==> src/rtl/vp_pkg.sv <==
// Shared video-path types: matrix window controller FSM encoding and window border.
// Latency: n/a (declarations only).
// Backpressure: n/a.
package vp_pkg;

    typedef enum logic [1:0] {
        MWC_IDLE      = 2'd0,
        MWC_WAIT_LINE = 2'd1,
        MWC_ACTIVE    = 2'd2,
        MWC_DONE      = 2'd3
    } mwc_state_e;

    // A 3x3 window is complete once its right/bottom edge reaches index 2.
    localparam int WIN_BORDER = 2;

endpackage

==> src/rtl/vp_delay_line.sv <==
// Fixed-depth register pipeline used to align sideband signals with window registers.
// Latency: DEPTH cycles, output is din delayed DEPTH clocks.
// Backpressure: none; shifts every cycle.
module vp_delay_line #(
    parameter int W     = 8,
    parameter int DEPTH = 2
) (
    input  logic         clk,
    input  logic         rst_n,
    input  logic [W-1:0] din,
    output logic [W-1:0] dout
);

    logic [DEPTH-1:0][W-1:0] stage_q;
    logic [DEPTH-1:0][W-1:0] stage_d;

    always_comb begin
        stage_d    = stage_q;
        stage_d[0] = din;
        for (int i = 1; i < DEPTH; i++) begin
            stage_d[i] = stage_q[i-1];
        end
    end

    always_ff @(posedge clk or negedge rst_n) begin
        if (!rst_n) begin
            stage_q <= '0;
        end else begin
            stage_q <= stage_d;
        end
    end

    assign dout = stage_q[DEPTH-1];

endmodule

==> src/rtl/matrix_window_ctrl.sv <==
// 3x3 window sequencer: gates line-buffer shifts to in-frame pixels, tracks position, flags full windows.
// Latency: shift_en 0, read_de 1, win_* 2 cycles; error flags need MATRIX_WINDOW_CTRL_ERR_EN.
// Backpressure: none; the pixel stream cannot be stalled, surplus pixels are dropped.
module matrix_window_ctrl
    import vp_pkg::*;
#(
    parameter int IMG_HDISP = 1280,
    parameter int IMG_VDISP = 720,
    parameter int CW        = 12
) (
    input  logic          clk,
    input  logic          rst_n,
    input  logic          pre_vs,
    input  logic          pre_de,
    output logic          shift_en,
    output logic          read_de,
    output logic          win_vs,
    output logic          win_de,
    output logic          win_valid,
    output logic [CW-1:0] win_col,
    output logic [CW-1:0] win_row,
    output logic          frame_start,
    output logic          frame_done,
    output logic          busy,
    output logic          err_len,
    output logic          err_short
);

    localparam logic [CW-1:0] COL_MAX  = '1;
    localparam logic [CW-1:0] VDISP_C  = CW'(IMG_VDISP);
    localparam logic [CW-1:0] BORDER_C = CW'(WIN_BORDER);

    mwc_state_e    state_q, state_d;
    logic [CW-1:0] col_q, col_d;
    logic [CW-1:0] row_q, row_d;
    logic [CW-1:0] row_next;
    logic          vs_prev_q;
    logic          frame_start_q, frame_start_d;
    logic          frame_done_q, frame_done_d;
    logic          read_de_q;
    logic          vs_rise;
    logic          line_end;

`ifdef MATRIX_WINDOW_CTRL_ERR_EN
    localparam logic [CW-1:0] HDISP_C = CW'(IMG_HDISP);
    logic          err_len_q, err_len_d;
    logic          err_short_q, err_short_d;
`endif

    assign vs_rise  = pre_vs & ~vs_prev_q;
    assign row_next = row_q + 1'b1;
    // A line closes on pre_de falling, or when the frame is cut short mid-line.
    assign line_end = (state_q == MWC_ACTIVE) && (!pre_de || !pre_vs);
    assign shift_en = pre_de && ((state_q == MWC_WAIT_LINE) || (state_q == MWC_ACTIVE));

    always_comb begin
        state_d       = state_q;
        col_d         = col_q;
        row_d         = row_q;
        frame_start_d = 1'b0;
        frame_done_d  = 1'b0;
        case (state_q)
            MWC_IDLE: begin
                if (vs_rise) begin
                    state_d       = MWC_WAIT_LINE;
                    frame_start_d = 1'b1;
                    col_d         = '0;
                    row_d         = '0;
                end
            end
            MWC_WAIT_LINE: begin
                if (!pre_vs) begin
                    state_d      = MWC_IDLE;
                    frame_done_d = 1'b1;
                end else if (pre_de) begin
                    state_d = MWC_ACTIVE;
                    col_d   = {{(CW-1){1'b0}}, 1'b1};
                end
            end
            MWC_ACTIVE: begin
                if (line_end) begin
                    col_d = '0;
                    row_d = row_next;
                    if (!pre_vs) begin
                        state_d      = MWC_IDLE;
                        frame_done_d = 1'b1;
                    end else if (row_next == VDISP_C) begin
                        state_d      = MWC_DONE;
                        frame_done_d = 1'b1;
                    end else begin
                        state_d = MWC_WAIT_LINE;
                    end
                end else if (col_q != COL_MAX) begin
                    col_d = col_q + 1'b1;
                end
            end
            MWC_DONE: begin
                if (!pre_vs) begin
                    state_d = MWC_IDLE;
                end
            end
            default: state_d = MWC_IDLE;
        endcase
    end

`ifdef MATRIX_WINDOW_CTRL_ERR_EN
    always_comb begin
        err_len_d   = err_len_q;
        err_short_d = err_short_q;
        if (state_q == MWC_IDLE && vs_rise) begin
            err_len_d   = 1'b0;
            err_short_d = 1'b0;
        end else if (state_q == MWC_WAIT_LINE && !pre_vs) begin
            err_short_d = 1'b1;
        end else if (line_end) begin
            if (col_q != HDISP_C) begin
                err_len_d = 1'b1;
            end
            if (!pre_vs && row_next < VDISP_C) begin
                err_short_d = 1'b1;
            end
        end
    end

    always_ff @(posedge clk or negedge rst_n) begin
        if (!rst_n) begin
            err_len_q   <= 1'b0;
            err_short_q <= 1'b0;
        end else begin
            err_len_q   <= err_len_d;
            err_short_q <= err_short_d;
        end
    end

    assign err_len   = err_len_q;
    assign err_short = err_short_q;
`else
    assign err_len   = 1'b0;
    assign err_short = 1'b0;
`endif

    // vs history resets high so a frame already in progress at reset release is skipped.
    always_ff @(posedge clk or negedge rst_n) begin
        if (!rst_n) begin
            state_q       <= MWC_IDLE;
            col_q         <= '0;
            row_q         <= '0;
            vs_prev_q     <= 1'b1;
            frame_start_q <= 1'b0;
            frame_done_q  <= 1'b0;
            read_de_q     <= 1'b0;
        end else begin
            state_q       <= state_d;
            col_q         <= col_d;
            row_q         <= row_d;
            vs_prev_q     <= pre_vs;
            frame_start_q <= frame_start_d;
            frame_done_q  <= frame_done_d;
            read_de_q     <= shift_en;
        end
    end

    vp_delay_line #(
        .W     (2 + 2*CW),
        .DEPTH (2)
    ) u_align (
        .clk   (clk),
        .rst_n (rst_n),
        .din   ({pre_vs, shift_en, col_q, row_q}),
        .dout  ({win_vs, win_de, win_col, win_row})
    );

    assign read_de     = read_de_q;
    assign frame_start = frame_start_q;
    assign frame_done  = frame_done_q;
    assign busy        = (state_q != MWC_IDLE);
    assign win_valid   = win_de && (win_col >= BORDER_C) && (win_row >= BORDER_C);

endmodule

==> config.mk <==
export PLATFORM = sky130hd
export DESIGN_NAME = matrix_window_ctrl
export DESIGN_NICKNAME = d
export VERILOG_FILES = /design/src/rtl/vp_pkg.sv /design/src/rtl/vp_delay_line.sv /design/src/rtl/matrix_window_ctrl.sv
export SDC_FILE = /design/constraint.sdc
export NUM_CORES = 1
export LEC_CHECK = 0
export ABC_CLOCK_PERIOD_IN_PS = 2650
export CORE_ASPECT_RATIO = 1.4
export CORE_UTILIZATION = 30
export CTS_CLUSTER_DIAMETER = 120
export DETAILED_ROUTE_END_ITERATION = 10
export PLACE_DENSITY = 0.47
export SLEW_MARGIN = 5
export SYNTH_ARGS = -nofsm -noshare
export SYNTH_HDL_FRONTEND = slang
export SYNTH_SLANG_ARGS = --single-unit
==> constraint.sdc <==
create_clock -name clk -period 2.65 [get_ports clk]
set_input_delay 0.3975 -clock clk [delete_from_list [all_inputs] [get_ports clk]]
set_output_delay 0.3975 -clock clk [all_outputs]
set_load 0.02 [all_outputs]
* Yosys cells after proc, flatten, opt, wreduce, memory -nomap -nowiden
Cells that the tools add are included.
** Storage, ports and cells
- Register bits after elaboration :: 82
- Input port bits :: 4
** Operators by class
- $add $sub $neg :: 2
- Magnitude comparators :: 2
- Equal/unequal tests :: 12
- Mux-type cells :: 23
- Bitwise gates (word level) :: 2
- Reductions and logical operators :: 15
** Operator list (count)
- 12-bit 2-to-1 mux :: 6
- 12-bit case mux with 3 select lines :: 1
- 12-bit by 1-bit adder with 12-bit output (second input constant) :: 2
- 12-bit by 2-bit greater-or-equal comparator with 1-bit output (second input constant) :: 2
- 12-bit case mux with 2 select lines :: 1
- 2-bit 2-to-1 mux :: 7
- 12-bit by 10-bit equality test with 1-bit output (second input constant) :: 1
- 12-bit != test (second input constant) :: 1
- 2-bit != test (second input constant) :: 5
- 2-bit case mux with 4 select lines :: 1
- 1-bit 2-to-1 mux :: 6
- 5-bit AND reduction :: 1
- 2-bit equality test (second input constant) :: 2
- 1-bit logical AND :: 4
- 4-bit AND reduction :: 1
- 2-bit nonzero test :: 2
- 3-bit by 2-bit != test with 1-bit output (second input constant) :: 1
- 3-bit != test (second input constant) :: 1
- 3-bit AND reduction :: 1
- 3-bit nonzero test :: 1
- 2-bit by 1-bit equality test with 1-bit output (second input constant) :: 1
- 1-bit zero test :: 2
- 2-bit zero test :: 1
- 1-bit logical OR :: 2
- other kinds (3) :: 3

* Logic depth before layout (Yosys ltp)
Gate-level depths: netlist of the first run.
- Depth after elaboration :: 6
- Mapped depth :: 8
- Mapped depth without buffers :: 7

* Hierarchy
A second synthesis of the first run with hierarchy kept.
** Second synthesis, totals
- Cell total of the unflattened synthesis :: 267
- Area total of the unflattened synthesis :: 3216.8 sq um
** Modules (own cells, without submodules)
- matrix_window_ctrl :: instances 1, cells an instance 215, area an instance 1915.6 sq um, seq. area each 752.0 sq um
- vp_delay_line :: instances 1, cells an instance 52, area an instance 1301.2 sq um, seq. area each 1301.2 sq um

* Least setup slack after synthesis of the first run
Ideal clock, no wire load.
- Path kind :: register to register
- From :: reg state_q[0]
- To :: reg col_q[11]
- Data arrival time :: 1.914 ns
- Path slack :: 0.667 ns
- Stages on the path, launching flop included :: 8
- Path buffers :: 0
- Path through :: dfrtp_1 inv_1 ha_1 inv_1 o21bai_1 a221o_1 or4_1 nand3_1
** Between the ends
- Cells in the longest elaborated chain, start to end :: 4
- Elaborated cells on any way between the ends :: 12
** RTL lines
- start, declared :: line matrix_window_ctrl.sv:33 : mwc_state_e state_q, state_d;
- start signal, assigned :: line matrix_window_ctrl.sv:153 : state_q <= state_d;
- 2-bit equality test :: line matrix_window_ctrl.sv:53, matrix_window_ctrl.sv:62
- 1-bit logical AND :: line matrix_window_ctrl.sv:53 : assign line_end = (state_q == MWC_ACTIVE) && (!pre_de || !pre_vs);
- 3-bit by 2-bit != test with 1-bit output (no line) / 12-bit 2-to-1 mux (equally long branches)
- 5-bit AND reduction (no line) / 12-bit case mux with 3 select lines (equally long branches)
- end signal, assigned :: line matrix_window_ctrl.sv:154 : col_q <= col_d;
- end, declared :: line matrix_window_ctrl.sv:34 : logic [CW-1:0] col_q, col_d;
Several ways; a longest one is shown, not always the timed one.
A chain may end at the register's enable or synchronous reset.

* Final worst setup path of the first run
- From :: reg state_q[0]
- To :: out shift_en
** Between the ends
- Cells in the longest elaborated chain, start to end :: 3
- Elaborated cells on any way between the ends :: 4
** RTL lines
- 2-bit by 1-bit equality test with 1-bit output / 2-bit equality test (equally long branches) :: line matrix_window_ctrl.sv:54 : assign shift_en = pre_de && ((state_q == MWC_WAIT_LINE) || (state_q == MWC_ACTIVE));
- 1-bit logical OR * :: line matrix_window_ctrl.sv:54
- 1-bit logical AND * :: line matrix_window_ctrl.sv:54
- end, declared :: line matrix_window_ctrl.sv:15 : output logic shift_en,
Every way passes the cells marked *; elsewhere a longest branch is shown, timed or not.

==> impl_results.md, run 1 <==
* Slew @ Worst Pin at around 0.7 ns
* Top post-synthesis cells by count: 80 x sky130_fd_sc_hd__dfrtp_1, 33 x sky130_fd_sc_hd__o21ai_0, 16 x sky130_fd_sc_hd__nand2_1, 16 x sky130_fd_sc_hd__nand3_1, 15 x sky130_fd_sc_hd__nor2_1
* Synth Instances at between 200 and 300
* Total setup buffers inserted after CTS at 0
* Die W at slightly below 90 µm
* Post-synthesis cell area at roughly 3100 µm²
* Number of synthesized register bits at 81
* Final #Nets at about 320
* Initial DRC count at around 130
* Number of levels the H-tree was split into at 3
* Mean Syn Cell Area at about 12 µm²
* Number of buffers inserted during clock tree synthesis at 9
* Setup repair after global routing missed its margin: false
* Hold Slack at 0.1037 ns
* Antenna diode count at 0
* Top Layer Used: met4
* Synth top area share at a little under two thirds
* Library cell with the highest instance count after synthesis: sky130_fd_sc_hd__dfrtp_1
* Setup total negative slack at 0 ns
* Vias at around 2200
* Floorplan die area at around 11000 µm²
* Number of sinks driven by the clock tree at 81
* Library cells used by synthesis at 40
* Number of global-route vias before repair at between 2000 and 2500
* Flop pwr share at between 40% and 50%
* Final number of max-transition violations at 0
* Initial Utilization at between 30 and 40%
* Fraction of registers with async set or reset after synthesis at 100.0%
* Final Non-Filler Cells at around 450
* Power per Cell Area at 823.0 nW/µm²
* Number of warnings printed during yosys synthesis at 0
* FF-to-FF path depth at 6
* Switching fraction of total power at approximately 30%
* Ratio of routed vias to standard cells at between 4 and 5
* Buffering stage count on the worst path with inverters included at 2
* Worst min path class: in2async
* CP Max Fanout at 5
* Sequential cell area fraction in the yosys report at between 60% and 70%
* Remaining antenna violation count after routing at 0
* Number of max-cap violations at 0
* Net switching power at ~0.97 mW
* Detailed-routed wire length on met2 at a little under 3000 µm
* Hold_buf cts at 0
* Type of element capturing the critical path: primary output
* Wl on met1 at between 2000 and 3000 µm
* Post-synthesis to final-layout area growth at 25.96%
* Hold Violations, Final at 0
* Layout Skew at 0.005517 ns
* Portion of total power attributed to the clock network at around two fifths
* Part of the power in combinational logic at slightly below 20%
* Slack of the worst reg-to-reg path at ~0.48 ns
* Top cells by area, synth: sky130_fd_sc_hd__dfrtp_1 64%, sky130_fd_sc_hd__o21ai_0 5.2%, sky130_fd_sc_hd__ha_1 3.2%
* Crit Path Category: reg2out
* Number of buffers inserted by port buffering at 35
* Detailed-router iteration count before antenna repair at 4
* Sequence of cells on the critical path: inv_1 -> ha_1 -> and2_1 -> clkdlybuf4s50_1
* HPWL after detailed placement at just over 4000 µm
* Finish-stage setup viols at 0
* Tot GR Track Use at about an eighth
* Worst Path Arrival at just over 2 ns
* Period utilization at roughly 93%
* Worst-case vdd ir drop at 0.0003528 V
* Count of flip-flops with a built-in enable after synthesis at 0
* Height of the die at 123.2 µm
* Fraction of final layout cells sized beyond drive strength 1 at approximately 7.9%
* Result of the run: finished clean
* Number of instances in the placed design at approximately 440
* Worst R2R Start: state_q[0]$_DFFE_PN0P_
* Reg2reg end: col_q[11]$_DFFE_PN0P_
* Critical-path cell with the highest stage delay: sky130_fd_sc_hd__clkdlybuf4s50_1
* Placement row count at between 40 and 50
* Int Pwr at roughly 2.3 mW
* Amount of wire on met3 after detailed routing at about 190 µm
* Clk Tree Root Cell: sky130_fd_sc_hd__clkbuf_16
* Largest stage delay on the critical path at between 0.6 and 0.7 ns
* Clk_lat worst skew at 0.33 ns
* WL per Instance at ~14 µm
* Maximum clock frequency at slightly above 0.4 GHz
* Finished Cell Area at between 3000 and 4000 µm²
* Total global routing overflow at 0
* Antenna violations before repair at 0
* Slew Limit Headroom at a little over half
* Tmin final at about 2.5 ns
* Worst-case clock buffer depth at 2
* Top cell type by total area after synthesis: sky130_fd_sc_hd__dfrtp_1
* Category of the worst setup path launch point: register
* Register clock-pin slew on the reported worst setup and hold paths at 0.06 ns
* Placer Congestion at approximately 0.85
* Crit path required time at ~2.3 ns
* Global-route wire length before repair at between 10000 and 15000 µm
* Count of unresolved DRC violations after routing at 0
* Pin count of the biggest net entering global routing at between 50 and 60
* Core Footprint at around 10000 µm²
* CTS tree: done
* Main flop type after synthesis: sky130_fd_sc_hd__dfrtp_1
* Cell class contributing the biggest share of worst-path delay: buffers and inverters
* Area of placed instances at ~3700 µm²
* Wirelength, routed at 6109 µm
* # IOs at 38
* Pleak at ~1.8 nW
-- power by group through the flow --
stage                     Sequential [mW]  Clock (mW)  Combinational (mW)
after CTS                            1.37        1.29               0.655
after floorplan                      1.43           0               0.328
after global placement               1.39           0               0.651
final                                1.37        1.24               0.646
after detailed placement             1.40           0               0.653
after global routing                 1.38        1.33               0.726
-- repair_timing --
| action | 4_1_cts | 5_1_grt |
|---|---|---|
| setup endpoints to repair | 0 | 1 |
| hold endpoints to repair | 0 | 0 |
| resized for setup | 0 | 1 |
-- worst max-delay path by stage --
stage                     cells past startpoint  slack [ns]                 startpoint               endpoint
after floorplan                               7        0.67     state_q[0]$_DFFE_PN0P_  col_q[11]$_DFFE_PN0P_
after global placement                        6        0.31                     pre_vs  col_q[11]$_DFFE_PN0P_
after detailed placement                      6        0.25                     pre_vs  col_q[11]$_DFFE_PN0P_
after CTS                                     5        0.02  u_align.dout[9]$_DFF_PN0_              win_valid
after global routing                          5        0.07  u_align.dout[9]$_DFF_PN0_              win_valid
final                                         4        0.19     state_q[0]$_DFFE_PN0P_               shift_en
-- stage by stage --
stage	power (mW)	utilization [%]	setup slack, ns
after floorplan	1.755	-	0.6668
after global placement	2.045	36.33	0.3136
after detailed placement	2.049	36.33	0.2485
after CTS	3.314	39.34	0.01670
after global routing	3.443	39.40	0.06660
final	3.262	39.40	0.1899
-- logic make-up after synthesis --
| group | after synthesis | synth area share, % |
|---|---|---|
| adder cells (fa/ha/maj) | 8 | 3.181 |
| other | 1 | 0.1192 |
| flip-flops | 81 | 64.45 |
| multiplexers | 1 | 0.3578 |
| buffers and inverters | 25 | 3.419 |
| AO/OA/AOI/OAI | 67 | 13.12 |
| XOR/XNOR | 2 | 0.5568 |
| AND/OR/NAND/NOR | 88 | 14.79 |
-- placed cells by master (no fill, tap or decap), drive strengths merged, types with 3 or more instances in the layout --
cell type	n
o211ai	3
o31ai	13
and2	3
nor3	5
nand3	16
dfrtp	80
and3	3
nand2	16
a21oi	5
clkdlybuf4s50	34
buf	6
a31oi	4
nand2b	4
o41ai	4
nor2	15
o21ai	33
clkbuf	9
nand4	5
ha	8
clkinv	3
inv	14
nor4	7
nor2b	5
-- per-layer routing --
layer | track usage (%) | up-vias
li1 | - | 1059
met1 | 16.84 | 1069
met2 | 19.13 | 44
met3 | 3.204 | 9
met4 | 6.855 | 0
met5 | 0 | -
-- sequential cells by signal, indices dropped and copies added (netlist names) --
register and cells:
frame_start 1, col_q 12, vs_prev_q 1, state_q 2, frame_done 1, row_q 12
u_align.dout 26, u_align.stage_d 26
-- area by class of cell --
class	instances	area [µm²]
fillers	988	6097
multi-input cells	168	1021
clock inverters	7	77.57
well taps	135	168.9
repair buffers	40	397.9
clock buffers	9	225.2
inverters	12	45.04
flip-flops and latches	81	2028
No activity file was read; power rests on OpenSTA's default activity.
==> run 2: changes to the inputs <==
DONT_BUFFER_PORTS = 1   (was unset)
PLACE_DENSITY = 0.43   (was 0.47)
==> impl_results.md, run 2 (synthesis results as in run 1) <==
* Worst Path Arrival at ~2.5 ns
* Core Footprint at 10060 µm²
* Fraction of final layout cells sized beyond drive strength 1 at approximately 7%
* Total global routing overflow at 0
* Power per Cell Area at 868.6 nW/µm²
* Finish-stage setup viols at 0
* Final number of max-transition violations at 0
* Slack of the worst reg-to-reg path at around 0.4 ns
* Die W at 88.56 µm
* Ratio of routed vias to standard cells at approximately 4.9
* Worst setup path endpoint: col_q[11]$_DFFE_PN0P_
* Global-route wire length before repair at 10490 µm
* Placement row count at 43
* CTS tree: done
* Tot GR Track Use at 13.01%
* Hold Violations, Final at 0
* Result of the run: finished clean
* Clk Tree Root Cell: sky130_fd_sc_hd__clkbuf_16
* Wirelength, routed at 6258 µm
* WL per Instance at between 15 and 20 µm
* Pin count of the biggest net entering global routing at a little over 80
* Design Power at approximately 3.1 mW
* Final #Nets at 290
* # IOs at 38
* Remaining antenna violation count after routing at 0
* Maximum clock frequency at approximately 0.44 GHz
* Antenna diode count at 0
* Count of unresolved DRC violations after routing at 0
* Setup repair after global routing missed its margin: false
* Slew @ Worst Pin at 0.5458 ns
* Vias at around 2000
* HPWL after detailed placement at ~4000 µm
* Crit path required time at slightly below 3 ns
* CP Max Fanout at 10
* Number of levels the H-tree was split into at 3
* Placer Congestion at between 0.7 and 0.8
* Most frequent standard cell in the layout excluding fill and tap cells: sky130_fd_sc_hd__dfrtp_1
* Slew Limit Headroom at between 60% and 70%
* Initial Utilization at 31.28%
* Total setup buffers inserted after CTS at 0
* Post-synthesis to final-layout area growth at 15.11%
* Period utilization at around 85%
* Pleak at between 1.5 and 2 nW
* Layout Skew at roughly 0.0095 ns
* Number of max-cap violations at 0
* Worst R2R Start: state_q[0]$_DFFE_PN0P_
* Launching instance or port of the critical path: state_q[0]$_DFFE_PN0P_
* Most used cells in the layout excluding fill and tap cells: 80 x sky130_fd_sc_hd__dfrtp_1, 33 x sky130_fd_sc_hd__o21ai_0, 16 x sky130_fd_sc_hd__nand3_1, 16 x sky130_fd_sc_hd__nand2_1, 15 x sky130_fd_sc_hd__nor2_1
* Initial DRC count at 141
* Tmin final at around 2.3 ns
* Reg2reg end: col_q[11]$_DFFE_PN0P_
* FF-to-FF path depth at 7
* Worst-case vdd ir drop at 0.0003192 V
* Register clock-pin slew on the reported worst setup and hold paths at 0.06 ns
* Number of buffers inserted during clock tree synthesis at 9
* Number of global-route vias before repair at roughly 2100
* Setup total negative slack at 0 ns
* Detailed-router iteration count before antenna repair at 4
* Worst min path class: in2reg
* Number of sinks driven by the clock tree at 81
* Clk_lat worst skew at around 0.33 ns
* Antenna violations before repair at 0
* Crit Path Category: reg2reg
* Height of the die at between 100 and 150 µm
* Floorplan die area at 10910 µm²
* Worst-case clock buffer depth at 2
* Category of the worst setup path launch point: register
* Number of buffers inserted by port buffering at 0
* Type of element capturing the critical path: register
[run 2: worst min-delay path by stage]
stage	endpoint	startpoint	cells after the start	slack, ns
floorplan	col_q[0]$_DFFE_PN0P_	rst_n	0	0.10
global placement	u_align.dout[6]$_DFF_PN0_	rst_n	0	0.11
detailed placement	u_align.dout[9]$_DFF_PN0_	rst_n	0	0.11
CTS	vs_prev_q$_DFF_PN1_	pre_vs	0	0.05
global route	vs_prev_q$_DFF_PN1_	pre_vs	0	0.04
finish	vs_prev_q$_DFF_PN1_	pre_vs	0	0.06
[run 2: timing repair]
action / in CTS / in global routing
hold endpoints to repair: 81 / 0
setup endpoints to repair: 0 / 0
hold buffers: 2 / 0
gates resized for setup: 0 / 0
[run 2: stage by stage]
| step | instances | worst slack, ns | hold slack [ns] | utilization (%) | instance area (µm²) |
|---|---|---|---|---|---|
| 2_1_floorplan | 274 | 0.6668 | 0.1019 | - | 3151 |
| 3_3_place_gp | 400 | 0.4878 | 0.1051 | 32.67 | 3287 |
| 3_5_place_dp | 400 | 0.4040 | 0.1050 | 32.67 | 3287 |
| 4_1_cts | 417 | 0.3419 | 0.04551 | 36.00 | 3622 |
| 5_1_grt | 417 | 0.1964 | 0.04249 | 36.00 | 3622 |
| 6_report | 417 | 0.3988 | 0.05843 | 36.00 | 3622 |
[run 2: area by class of cell]
| cell class | count | area, µm² |
|---|---|---|
| Tap cell | 135 | 168.9 |
| Multi-Input combinational cell | 168 | 1015 |
| Fill cell | 1000 | 6439 |
| Inverter | 12 | 45.04 |
| Timing Repair Buffer | 6 | 67.56 |
| Sequential cell | 81 | 2028 |
| Clock buffer | 13 | 260.3 |
| Clock inverter | 2 | 37.54 |
[run 2: critical path: stages, from the launching register on]
cell and delay [ns]:
sky130_fd_sc_hd__dfrtp_1 0.42, sky130_fd_sc_hd__inv_1 0.11, sky130_fd_sc_hd__ha_1 0.24, sky130_fd_sc_hd__inv_1 0.26, sky130_fd_sc_hd__o21bai_1 0.15, sky130_fd_sc_hd__a221o_1 0.40, sky130_fd_sc_hd__or4_1 0.53, sky130_fd_sc_hd__nand3_1 0.09
[run 2: per-layer routing]
| metal | vias to the layer above | global-route usage [%] | wire, µm |
|---|---|---|---|
| met1 | 1010 | 16.72 | 2857 |
| met5 | - | 0 | 0 |
| met4 | 0 | 6.351 | 75 |
| met3 | 4 | 3.872 | 335 |
| li1 | 991 | - | - |
| met2 | 52 | 19.86 | 2989 |
[run 2: power breakdown]
group	switching, mW	internal, mW
sequential	0.107	1.31
combinational	0.340	0.149
clock	0.460	0.776
total	0.906	2.24
==> run 3: changes to the inputs <==
ABC_CLOCK_PERIOD_IN_PS = 2300   (was 2650)
clock period = 2.3 ns   (was 2.65 ns; I/O delays follow)
==> impl_results.md, run 3 (synthesis results as in run 1) <==
* Number of max-cap violations at 0
* Wirelength, routed at roughly 6300 µm
* HPWL after detailed placement at approximately 4200 µm
* Tot GR Track Use at a little over an eighth
* Hold Violations, Final at 0
* # IOs at 38
* Die W at between 80 and 90 µm
* Number of sinks driven by the clock tree at 81
* Number of buffers inserted during clock tree synthesis at 9
* Floorplan die area at between 10000 and 15000 µm²
* Slew Limit Headroom at between 40% and 50%
* WL per Instance at 15.00 µm
* End-of-flow core utilization at roughly 36%
* Clk Tree Root Cell: sky130_fd_sc_hd__clkbuf_16
* Power per Cell Area at about 960 nW/µm²
* Total global routing overflow at 0
* Number of levels the H-tree was split into at 3
* Count of unresolved DRC violations after routing at 0
* Setup total negative slack at 0 ns
* Antenna diode count at 0
* Most frequent standard cell in the layout excluding fill and tap cells: sky130_fd_sc_hd__dfrtp_1
* Finish-stage setup viols at 0
* Global-route wire length before repair at about 11000 µm
* Height of the die at 123.2 µm
* Number of buffers inserted by port buffering at 0
* Worst Path Arrival at around 1.7 ns
* Pleak at roughly 1.7 nW
* Core Footprint at approximately 10000 µm²
* Largest stage delay on the critical path at ~0.46 ns
* CP Max Fanout at 2
* Detailed-router iteration count before antenna repair at 4
* Sequence of cells on the critical path: nor4_2 -> nand2_1 -> o41ai_1 -> a31oi_1
* Final number of max-transition violations at 0
* Hold Slack at ~0.04 ns
* Fraction of final layout cells sized beyond drive strength 1 at a little under a tenth
* Final Non-Filler Cells at ~420
* Cell class contributing the biggest share of worst-path delay: compound AO/OA/AOI/OAI gates
* Final #Nets at a little under 300
* CTS tree: done
* Worst-case clock buffer depth at 2
* Vias at 2094
* Number of instances in the placed design at slightly above 400
* Buffering stage count on the worst path with inverters included at 0
* Post-synthesis to final-layout area growth at 15.83%
* Period utilization at between 80% and 90%
* Result of the run: finished clean
* Clk_lat worst skew at around 0.33 ns
* Initial DRC count at 124
* Type of element capturing the critical path: primary output
* Slack of the worst reg-to-reg path at around 0.27 ns
* Number of global-route vias before repair at a little over 2000
* Crit path required time at slightly below 2 ns
* Placer Congestion at roughly 0.78
* Tmin final at between 2 and 2.5 ns
* Design Power at 3.484 mW
* Antenna violations before repair at 0
* Ratio of routed vias to standard cells at between 4 and 5
* Most used cells in the layout excluding fill and tap cells: 80 x sky130_fd_sc_hd__dfrtp_1, 33 x sky130_fd_sc_hd__o21ai_0, 16 x sky130_fd_sc_hd__nand3_1, 16 x sky130_fd_sc_hd__nand2_1, 15 x sky130_fd_sc_hd__nor2_1
* Worst min path class: in2reg
* Maximum clock frequency at 0.4856 GHz
* Category of the worst setup path launch point: register
* Worst-case vdd ir drop at 0.0003260 V
* Layout Skew at 0.007085 ns
* Placement row count at 43
* Remaining antenna violation count after routing at 0
* Register clock-pin slew on the reported worst setup and hold paths at 0.06 ns
* Pin count of the biggest net entering global routing at between 80 and 90
* Critical-path cell with the highest stage delay: sky130_fd_sc_hd__dfrtp_1
* Initial Utilization at 31.28%
* Slew @ Worst Pin at approximately 0.88 ns
* Setup repair after global routing missed its margin: false
* Crit Path Category: reg2out
==> run 3: where the power goes <==
group          switching, mW  total (mW)  internal, mW
Sequential             0.118        1.63          1.51
Combinational          0.400       0.589         0.190
Clock                  0.523        1.26         0.739
Total                   1.04        3.48          2.44
==> run 3: path summary, 6_finish.rpt <==
kind,endpoint,start,depth (start not counted)
hold reg to reg,u_align.dout[14]$_DFF_PN0_,u_align.stage_d[40]$_DFF_PN0_,0
max in group asynchronous,vs_prev_q$_DFF_PN1_,rst_n,2
setup / recovery,win_valid,u_align.dout[9]$_DFF_PN0_,4
min in group asynchronous,row_q[8]$_DFFE_PN0P_,rst_n,2
hold / removal,u_align.stage_d[51]$_DFF_PN0_,pre_vs,0
setup reg to reg,row_q[5]$_DFFE_PN0P_,state_q[0]$_DFFE_PN0P_,9
==> run 3: cell type report <==
class	instances	area, µm²
clock buffer	10	239.0
clock inverter	3	20.02
fill	1030	6416
inverter	12	45.04
multi-input combinational	168	1021
sequential	81	2028
tap	135	168.9
timing repair buffer	13	122.6
==> run 3: timing repair <==
| action | in CTS | in global routing |
|---|---|---|
| setup endpoints to repair | 0 | 1 |
| buffers inserted | 0 | 0 |
| hold buffers | 3 | 0 |
| gates resized for setup | 0 | 1 |
| endpoints found under the hold margin | 82 | 0 |
==> run 3: metal layers <==
metal / part of all wire, % / wire (µm) / global-route usage [%]
met1: 46 / 2939 / 16.61
met2: 47 / 2989 / 20.72
met3: 4.0 / 255 / 3.538
met4: 2.3 / 145 / 7.560
met5: 0 / 0 / 0
==> run 3: worst reg2reg max path: cells and delay by family, from the launching register on <==
family	cells	cell delay, ns
buf+inv	4	0.66
compound gates	4	0.57
flops	1	0.42
fa+ha+maj	1	0.25
==> run 3: metrics by stage <==
stage / area [µm²] / worst slack, ns
after floorplan: 3151 / 0.3168
after global placement: 3332 / 0.3156
after detailed placement: 3332 / 0.2580
after CTS: 3638 / 0.04223
after global routing: 3645 / 0.02641
final: 3645 / 0.2408
